--- src/rtl/fp_div_pkg.sv ---
// Shared constants, state encoding and operand-unpack helpers for the FP32 divider front end.
package fp_div_pkg;

  localparam int BIAS   = 127;
  localparam int EMIN   = -126;
  localparam int FRAC_W = 23;
  localparam int MAN_W  = 24;
  localparam int EXP_W  = 10;

  typedef logic [1:0] state_t;
  localparam state_t IDLE = 2'd0;
  localparam state_t NORM = 2'd1;
  localparam state_t HOLD = 2'd2;

  typedef struct packed {
    logic signed [EXP_W-1:0] exp;
    logic [MAN_W-1:0]        man;
    logic                    zero;
    logic                    inf;
    logic                    nan;
    logic                    pending;
  } fp_unpacked_t;

  function automatic logic is_subnormal(input logic [31:0] x);
    return (x[30:23] == 8'd0) && (x[FRAC_W-1:0] != '0);
  endfunction

  // Subnormals load with the hidden bit clear and are marked pending so the
  // normaliser can left-justify them before the core sees them.
  function automatic fp_unpacked_t unpack_fp32(input logic [31:0] x);
    fp_unpacked_t u;
    logic [7:0]        e;
    logic [FRAC_W-1:0] f;
    e = x[30:23];
    f = x[FRAC_W-1:0];
    u = '0;
    if (e == 8'd0) begin
      if (f != '0) begin
        u.man     = {1'b0, f};
        u.exp     = EXP_W'(EMIN);
        u.pending = 1'b1;
      end else begin
        u.zero = 1'b1;
      end
    end else if (e == 8'hFF) begin
      if (f == '0) u.inf = 1'b1;
      else         u.nan = 1'b1;
    end else begin
      u.man = {1'b1, f};
      u.exp = {2'b00, e} - EXP_W'(BIAS);
    end
    return u;
  endfunction

endpackage

--- src/rtl/fp_operand_norm.sv ---
// One operand's unpack register plus a single-bit-per-step normaliser for subnormals.
module fp_operand_norm
  import fp_div_pkg::*;
(
  input  logic         clk,
  input  logic         rst_n,
  input  logic         load,
  input  logic [31:0]  operand,
  input  logic         step,
  output fp_unpacked_t unpacked
);

  // Pending clears on the step that brings the leading one into bit 23.
  always_ff @(posedge clk or negedge rst_n) begin
    if (!rst_n) begin
      unpacked <= '0;
    end else if (load) begin
      unpacked <= unpack_fp32(operand);
    end else if (step && unpacked.pending) begin
      unpacked.man     <= unpacked.man << 1;
      unpacked.exp     <= unpacked.exp - EXP_W'(1);
      unpacked.pending <= ~unpacked.man[MAN_W-2];
    end
  end

endmodule

--- src/rtl/fp_div_unpack.sv ---
// Registered operand-unpack stage in front of the FP32 divider core: classifies
// both operands, normalises subnormals, and hands fields over a valid/ready pair.
module fp_div_unpack #(
  parameter int DATA_WIDTH = 32,
  parameter int EXP_W      = 10
) (
  input  logic                    clk,
  input  logic                    rst_n,
  input  logic                    in_valid,
  output logic                    in_ready,
  input  logic [DATA_WIDTH-1:0]   a,
  input  logic [DATA_WIDTH-1:0]   b,
  output logic                    out_valid,
  input  logic                    out_ready,
  output logic                    sign_q,
  output logic signed [EXP_W-1:0] exp_a,
  output logic signed [EXP_W-1:0] exp_b,
  output logic [23:0]             man_a,
  output logic [23:0]             man_b,
  output logic                    zero_a,
  output logic                    inf_a,
  output logic                    nan_a,
  output logic                    zero_b,
  output logic                    inf_b,
  output logic                    nan_b
);
  import fp_div_pkg::*;

  state_t       state;
  state_t       state_next;
  state_t       load_state;
  fp_unpacked_t ua;
  fp_unpacked_t ub;
  logic         accept;
  logic         step;
  logic         done_a;
  logic         done_b;
  logic         sign_r;

  assign in_ready   = (state == IDLE) || ((state == HOLD) && out_ready);
  assign out_valid  = (state == HOLD);
  assign accept     = in_valid && in_ready;
  assign step       = (state == NORM);
  assign load_state = (is_subnormal(a) || is_subnormal(b)) ? NORM : HOLD;

  // Look ahead one shift so HOLD is entered on the same edge the last operand settles.
  assign done_a = ~(ua.pending && ~ua.man[MAN_W-2]);
  assign done_b = ~(ub.pending && ~ub.man[MAN_W-2]);

  fp_operand_norm u_norm_a (
    .clk      (clk),
    .rst_n    (rst_n),
    .load     (accept),
    .operand  (a),
    .step     (step),
    .unpacked (ua)
  );

  fp_operand_norm u_norm_b (
    .clk      (clk),
    .rst_n    (rst_n),
    .load     (accept),
    .operand  (b),
    .step     (step),
    .unpacked (ub)
  );

  always_comb begin
    state_next = state;
    case (state)
      IDLE:    if (accept) state_next = load_state;
      NORM:    if (done_a && done_b) state_next = HOLD;
      HOLD:    if (out_ready) state_next = in_valid ? load_state : IDLE;
      default: state_next = IDLE;
    endcase
  end

  always_ff @(posedge clk or negedge rst_n) begin
    if (!rst_n) begin
      state  <= IDLE;
      sign_r <= 1'b0;
    end else begin
      state <= state_next;
      if (accept) sign_r <= a[DATA_WIDTH-1] ^ b[DATA_WIDTH-1];
    end
  end

  assign sign_q = sign_r;
  assign exp_a  = ua.exp;
  assign exp_b  = ub.exp;
  assign man_a  = ua.man;
  assign man_b  = ub.man;
  assign zero_a = ua.zero;
  assign inf_a  = ua.inf;
  assign nan_a  = ua.nan;
  assign zero_b = ub.zero;
  assign inf_b  = ub.inf;
  assign nan_b  = ub.nan;

endmodule

--- config.mk ---
export PLATFORM = sky130hd
export DESIGN_NAME = fp_div_unpack
export DESIGN_NICKNAME = d
export VERILOG_FILES = /design/src/rtl/fp_div_pkg.sv /design/src/rtl/fp_operand_norm.sv /design/src/rtl/fp_div_unpack.sv
export SDC_FILE = /design/constraint.sdc
export NUM_CORES = 1
export LEC_CHECK = 0
export CORE_UTILIZATION = 44
export CTS_CLUSTER_SIZE = 12
export DETAILED_ROUTE_END_ITERATION = 6
export HOLD_SLACK_MARGIN = 0.08
export PLACE_DENSITY_LB_ADDON = 0.05
export SLEW_MARGIN = 10
export SYNTH_ARGS = -nofsm -noshare
export SYNTH_HDL_FRONTEND = slang
export SYNTH_SLANG_ARGS = --single-unit
--- constraint.sdc ---
create_clock -name clk -period 2 [get_ports clk]
set_clock_uncertainty 0.05 [all_clocks]
set_input_delay 0.4 -clock clk [delete_from_list [all_inputs] [get_ports clk]]
set_output_delay 0.4 -clock clk [all_outputs]
set_load 0.005 [all_outputs]
==> impl_metrics.csv, run 1 <==
group,metric,value,unit
floorplan,chipHeight,110.9,um
logic_synthesis,synth_nets,624,
drt,vias,4708,
cts,tritoncts,"done",
global_route,globalRouteTotalUtil,23.31,%
pwr,vdd_drop_max,510.5,uV
floorplan,die_w,110.9,um
drt,drt-initial-drc-count,300,
hold_path,timing.hold.worst_path_depth,3,
floorplan,pin_count,145,
floorplan,row_count,39,
logic_synthesis,synth_area,5220,um^2
logic_synthesis,yosys_warnings,0,
cts,clock_tree.root_cell,"sky130_fd_sc_hd__clkbuf_16",
logic_synthesis,ys_ff_latch,79,
job,drv.max_cap_violation_count,0,
floorplan,floorplan.initialDensity,45.52,%
pwr,power.leakage,3.075,nW
logic_synthesis,syn-instance-count,550,
critical_path,path_max_fanout,9,
drt,final_routed_drc_violation_total,0,
placed_design,port-buffer-count,144,
drt,antenna_left,0,
timing,setup_slack,53.68,ps
hold_path,holdCritPathClass,"primary input to flip-flop",
drt,wl_per_cell,16.82,um
cts,cts-buffers-inserted,9,
critical_path,timing.critical_path.from_type,"flip-flop",
placed_design,placement.setup.worst_slack,-450.8,ps
logic_synthesis,synthDominantCellAreaShare,37.87,%
logic_synthesis,avgSynthCellArea,9.491,um^2
critical_path,worst_ep_required_time,1550,ps
drt,via_per_inst,5.598,
logic_synthesis,count_of_flip_flops_with_a_built_in_enable_after_synthesis,0,
timing,final.period_utilization,97.32,%
critical_path,worst_setup_path_end_kind,"output pin",
hold_path,hold_path_end,"u_norm_b.unpacked[4]",
global_route,grt_overflow_total,0,
floorplan,core_area,11470,um^2
placed_design,placement.cell_area,6869,um^2
critical_path,timing.rr.end,"u_norm_b.unpacked[36]",
critical_path,r2r-start,"u_norm_b.unpacked[28]",
timing,hold_viol_final,0,
placed_design,hpwl,10340,um
hold_path,min-delay-start,"b[0]",
logic_synthesis,synth_top_cell_by_area,"sky130_fd_sc_hd__dfrtp_1",
critical_path,worst-setup-path-type,"flip-flop to output pin",
cts,cts.clk_slew.worst_paths,60,ps
critical_path,r2r_cells,6,
timing,slew_headroom,71.33,%
logic_synthesis,synth_cell_type_count,61,
timing,post-route-min-period,1946,ps
pwr,post-layout-total-power,5.062,mW
cts,clk-insertion-delay-late,350,ps
cells_and_area,n_fill_cell,975,
logic_synthesis,post_synth_main_area_contributors,"sky130_fd_sc_hd__dfrtp_1 38%, sky130_fd_sc_hd__buf_4 10%, sky130_fd_sc_hd__mux2i_1 9.2%",
cells_and_area,area.growth.synth_to_final,38.88,%
critical_path,reg2reg_setup_slack,180,ps
cells_and_area,commonest_non_fill_non_tap_cells_in_the_layout,"138 x sky130_fd_sc_hd__clkdlybuf4s50_1, 77 x sky130_fd_sc_hd__dfrtp_1, 75 x sky130_fd_sc_hd__buf_4",
pwr,power_dens_cells,698.2,nW/um^2
logic_synthesis,synth-main-ff-cell,"sky130_fd_sc_hd__dfrtp_1",
cells_and_area,layout.cells.most_common,"sky130_fd_sc_hd__clkdlybuf4s50_1",
cells_and_area,drive_gt1_share,19.34,%
logic_synthesis,ys_seq_area_share,37.87,%
floorplan,die_area,12300,um^2
cells_and_area,post-route-cell-area,7249,um^2
cts,cts.sink_count,79,
global_route,largest_net_degree_at_the_start_of_global_routing,32,
timing,max_slew.worst_pin.slew,430.0,ps
logic_synthesis,synth-async-reset-ratio,100.0,%
global_route,number_of_antenna_violations_at_the_first_check_in_global_routing,0,
timing,number_of_max_slew_violations_in_the_final_report,0,
cells_and_area,insertedDiodeCount,0,
timing,fmax,513.8,MHz
cells_and_area,num-nets-final,767,
cts,cts-root-to-sink-buffers,2,
global_route,grt_first_pass_wirelength,23270,um
timing,setup_violations,0,
drt,detailedRoute.firstPassIterationCount,5,
critical_path,arrival,1500,ps
drt,routed_wl,14150,um
cts,htree_num_levels,3,
placed_design,gpl.final_weighted_congestion,0.8482,
global_route,grt_pass1_vias,4733,
outcome,outcome,"completed",
==> power by group <==
group	leakage, nW	internal [mW]	total [mW]	switching (mW)
Sequential	0.975	1.80	2.02	0.220
Clock	0.142	0.963	1.66	0.694
Combinational	1.96	0.837	1.38	0.544
Total	3.08	3.60	5.06	1.46
==> Yosys cell counts, types with 5 or more instances <==
cell type and count:
sky130_fd_sc_hd__a21oi_1 18, sky130_fd_sc_hd__o32ai_1 42, sky130_fd_sc_hd__nor3_1 8, sky130_fd_sc_hd__o21ai_0 18, sky130_fd_sc_hd__buf_2 13, sky130_fd_sc_hd__clkbuf_1 6, sky130_fd_sc_hd__a32oi_1 6, sky130_fd_sc_hd__ha_1 6
sky130_fd_sc_hd__inv_1 57, sky130_fd_sc_hd__dfrtp_1 79, sky130_fd_sc_hd__nand4_1 9, sky130_fd_sc_hd__o31ai_1 9, sky130_fd_sc_hd__nand3_1 16, sky130_fd_sc_hd__nor2_1 24, sky130_fd_sc_hd__buf_4 71, sky130_fd_sc_hd__nor4_1 13
sky130_fd_sc_hd__xor2_1 5, sky130_fd_sc_hd__xnor2_1 6, sky130_fd_sc_hd__mux2i_1 48, sky130_fd_sc_hd__nand2_1 22
==> cells by family after synthesis <==
group / count (synthesis) / synth area share [%]
AND/OR/NAND/NOR: 131 / 15.15
XOR/XNOR: 11 / 1.846
flip-flops: 79 / 37.87
AO/OA/AOI/OAI: 118 / 16.49
adder cells (fa/ha/maj): 6 / 1.438
multiplexers: 52 / 10.07
buffers and inverters: 153 / 17.14
==> layer usage <==
metal  vias to the layer above  GRT usage [%]  share of wire (%)
met5                         -              0                  0
met3                        13          5.631                5.0
met2                       162          36.52                 48
met4                         0          6.578                1.2
met1                      2310          32.06                 46
li1                       2223              -                  -
==> registers in the layout (all words and copies together), names as in the netlist <==
register,count
sign_q,1
u_norm_a.unpacked,38
state,2
u_norm_b.unpacked,38
==> layout make-up <==
class / instances / area, um^2 / area share, %
multi-input cells: 318 / 2415 / 33.31
inverters: 57 / 214.0 / 2.951
clock inverters: 6 / 61.31 / 0.8457
well taps: 143 / 178.9 / 2.468
clock buffers: 10 / 229.0 / 3.158
repair buffers: 228 / 2172 / 29.96
flip-flops and latches: 79 / 1979 / 27.30
==> worst max-delay path, cell delays in order (launching register included) <==
cell and delay, ps:
sky130_fd_sc_hd__dfrtp_2 460, sky130_fd_sc_hd__nor2b_2 160, sky130_fd_sc_hd__clkdlybuf4s50_1 530
==> worst max-delay path by stage <==
stage / start / end / slack [ps] / depth (start not counted)
finish: state[0] / out_valid / 50 / 2
global route: b[18] / u_norm_b.unpacked[16] / -8 / 8
CTS: state[0] / out_valid / 10 / 2
detailed placement: b[1] / u_norm_b.unpacked[18] / -450 / 7
global placement: b[1] / u_norm_b.unpacked[21] / -390 / 7
floorplan: u_norm_a.unpacked[28] / u_norm_a.unpacked[36] / 260 / 6
==> through the flow <==
stage	hold slack (ps)	instances	setup TNS [ps]	util (%)
6_report	336.6	841	0	63.22
5_1_grt	342.0	841	-15.43	63.22
4_1_cts	437.9	841	0	62.66
3_5_place_dp	319.7	823	-21770	59.90
3_3_place_gp	322.6	823	-19950	59.90
2_1_floorplan	54.41	550	0	-
==> repair_timing <==
action                                  4_1_cts  5_1_grt
hold buffers                                  1        0
gates resized for setup                       6       13
pin swaps                                     0        1
buffers inserted                              1        0
hold endpoints to repair                     28        0
endpoints found under the setup margin       26       56
Power figures use the tool's default switching activity.
==> inputs of run 2 (changes only) <==
--- a/config.mk
+++ b/config.mk
@@ -5,6 +5,7 @@
 export SDC_FILE = /design/constraint.sdc
 export NUM_CORES = 1
 export LEC_CHECK = 0
+export CORE_MARGIN = 4
 export CORE_UTILIZATION = 44
 export CTS_CLUSTER_SIZE = 12
 export DETAILED_ROUTE_END_ITERATION = 6
==> run 2 against run 1 <==
  * Routed wire length up 1.4%
  * Critical path depth up 2
  * Critical endpoint is now in_ready
  * Design area up 2.1%
  * Non-clock buffer count up 1
  * Utilization up 1.0 points
  * Via count down 2.1%
  * Global-route usage down 1.5 points
  * Sequential cell count unchanged
  * Setup slack worse by 16 ps
  * Die area up 11%
  * Register-to-register slack about the same
==> impl_metrics.csv, run 2 (synthesis results as in run 1) <==
group,metric,value,unit
cts,cts-buffers-inserted,9,
cells_and_area,num-nets-final,768,
hold_path,holdCritPathClass,"primary input to flip-flop",
global_route,number_of_antenna_violations_at_the_first_check_in_global_routing,0,
drt,vias,4611,
placed_design,hpwl,10620,um
drt,detailedRoute.firstPassIterationCount,6,
floorplan,row_count,39,
drt,wl_per_cell,17.04,um
critical_path,worst-setup-path-type,"primary input to output pin",
cells_and_area,drive_gt1_share,19.89,%
timing,hold_viol_final,0,
timing,final.period_utilization,98.13,%
pwr,power.leakage,3.135,nW
cells_and_area,area.growth.synth_to_final,41.75,%
drt,drt-initial-drc-count,330,
cells_and_area,insertedDiodeCount,0,
critical_path,path_max_fanout,3,
floorplan,die_area,13670,um^2
global_route,globalRouteTotalUtil,21.79,%
global_route,grt_first_pass_wirelength,23450,um
pwr,post-layout-total-power,5.396,mW
timing,setup_slack,37.35,ps
critical_path,arrival,1510,ps
cts,clk-insertion-delay-late,350,ps
cts,clock_tree.root_cell,"sky130_fd_sc_hd__clkbuf_16",
timing,slew_headroom,73.00,%
outcome,outcome,"completed",
timing,total_neg_setup_slack,0,ps
critical_path,worst_ep_required_time,1550,ps
placed_design,placement.setup.worst_slack,-360.6,ps
job,drv.max_cap_violation_count,0,
floorplan,floorplan.initialDensity,45.33,%
drt,via_per_inst,5.476,
pwr,power_dens_cells,729.2,nW/um^2
cells_and_area,commonest_non_fill_non_tap_cells_in_the_layout,"140 x sky130_fd_sc_hd__clkdlybuf4s50_1, 77 x sky130_fd_sc_hd__dfrtp_1, 71 x sky130_fd_sc_hd__buf_4",
cells_and_area,reg_top3,"u_norm_a.unpacked: 38 flops, u_norm_b.unpacked: 38 flops, state: 2 flops",
cells_and_area,post-route-cell-area,7400,um^2
critical_path,worst_setup_path_end_kind,"output pin",
timing,number_of_max_slew_violations_in_the_final_report,0,
placed_design,port-buffer-count,144,
cts,cts-root-to-sink-buffers,2,
timing,post-route-min-period,1963,ps
timing,max_slew.worst_pin.slew,404.9,ps
cts,cts.clk_slew.worst_paths,60,ps
placed_design,numPlacedInstances,821,
cts,htree_num_levels,3,
drt,antenna_left,0,
global_route,grt_pass1_vias,4644,
placed_design,gpl.final_weighted_congestion,0.8920,
placed_design,placement.cell_area,6880,um^2
global_route,largest_net_degree_at_the_start_of_global_routing,32,
floorplan,pin_count,145,
cts,cts.sink_count,79,
timing,setup_violations,0,
timing,timing.hold.ws,321.9,ps
cells_and_area,final_cell_count_without_fillers,842,
global_route,grt_overflow_total,0,
pwr,vdd_drop_max,440.6,uV
drt,routed_wl,14350,um
timing,fmax,509.5,MHz
drt,final_routed_drc_violation_total,0,
floorplan,chipHeight,116.9,um
floorplan,core_area,11520,um^2
floorplan,die_w,116.9,um
critical_path,timing.critical_path.from_type,"primary input",
cells_and_area,layout.cells.most_common,"sky130_fd_sc_hd__clkdlybuf4s50_1",
cts,tritoncts,"done",
cells_and_area,post-route-util,64.25,%
run 2: final timing paths:
kind / startpoint / to / slack, ps / cells after the start
setup / recovery: out_ready / in_ready / 40 / 4
hold / removal: a[6] / u_norm_a.unpacked[10] / 320 / 3
setup reg to reg: u_norm_b.unpacked[28] / u_norm_b.unpacked[36] / 180 / 6
hold reg to reg: sign_q / sign_q / 440 / 2
max in group asynchronous: rst_n / state[1] / 870 / 3
min in group asynchronous: rst_n / u_norm_a.unpacked[34] / 470 / 2
run 2: cell type report:
type                       count  area [um^2]
inverter                      57        214.0
sequential                    79         1979
tap                          143        178.9
clock inverter                 4        98.84
multi-input combinational    318         2420
timing repair buffer         229         2242
fill                         962         4116
clock buffer                  12        266.5
run 2: routing by layer:
metal | share of wire (%) | global-route usage, % | vias up
met5 | 0 | 0 | -
met4 | 1.1 | 6.040 | 0
met3 | 5.9 | 4.987 | 16
met2 | 47 | 34.17 | 157
met1 | 46 | 30.41 | 2217
li1 | - | - | 2221
run 2: power breakdown:
group | switching (mW) | internal, mW
Combinational | 0.530 | 0.836
Clock | 0.674 | 1.33
Sequential | 0.225 | 1.80
Total | 1.43 | 3.97
run 2: worst max-delay path: stages:
cell                              delay [ps]
sky130_fd_sc_hd__clkdlybuf4s50_1         510
sky130_fd_sc_hd__and2b_1                 220
sky130_fd_sc_hd__nor2_1                  130
sky130_fd_sc_hd__dlygate4sd2_1           250
run 2: what timing repair did:
action                                  in CTS  in global routing
pin swaps                                    0                  2
hold buffers                                 1                  0
endpoints found under the hold margin       25                  0
gates cloned                                 0                  2
buffers inserted                             0                  2
endpoints found under the setup margin       2                 57
resized for setup                            2                 17
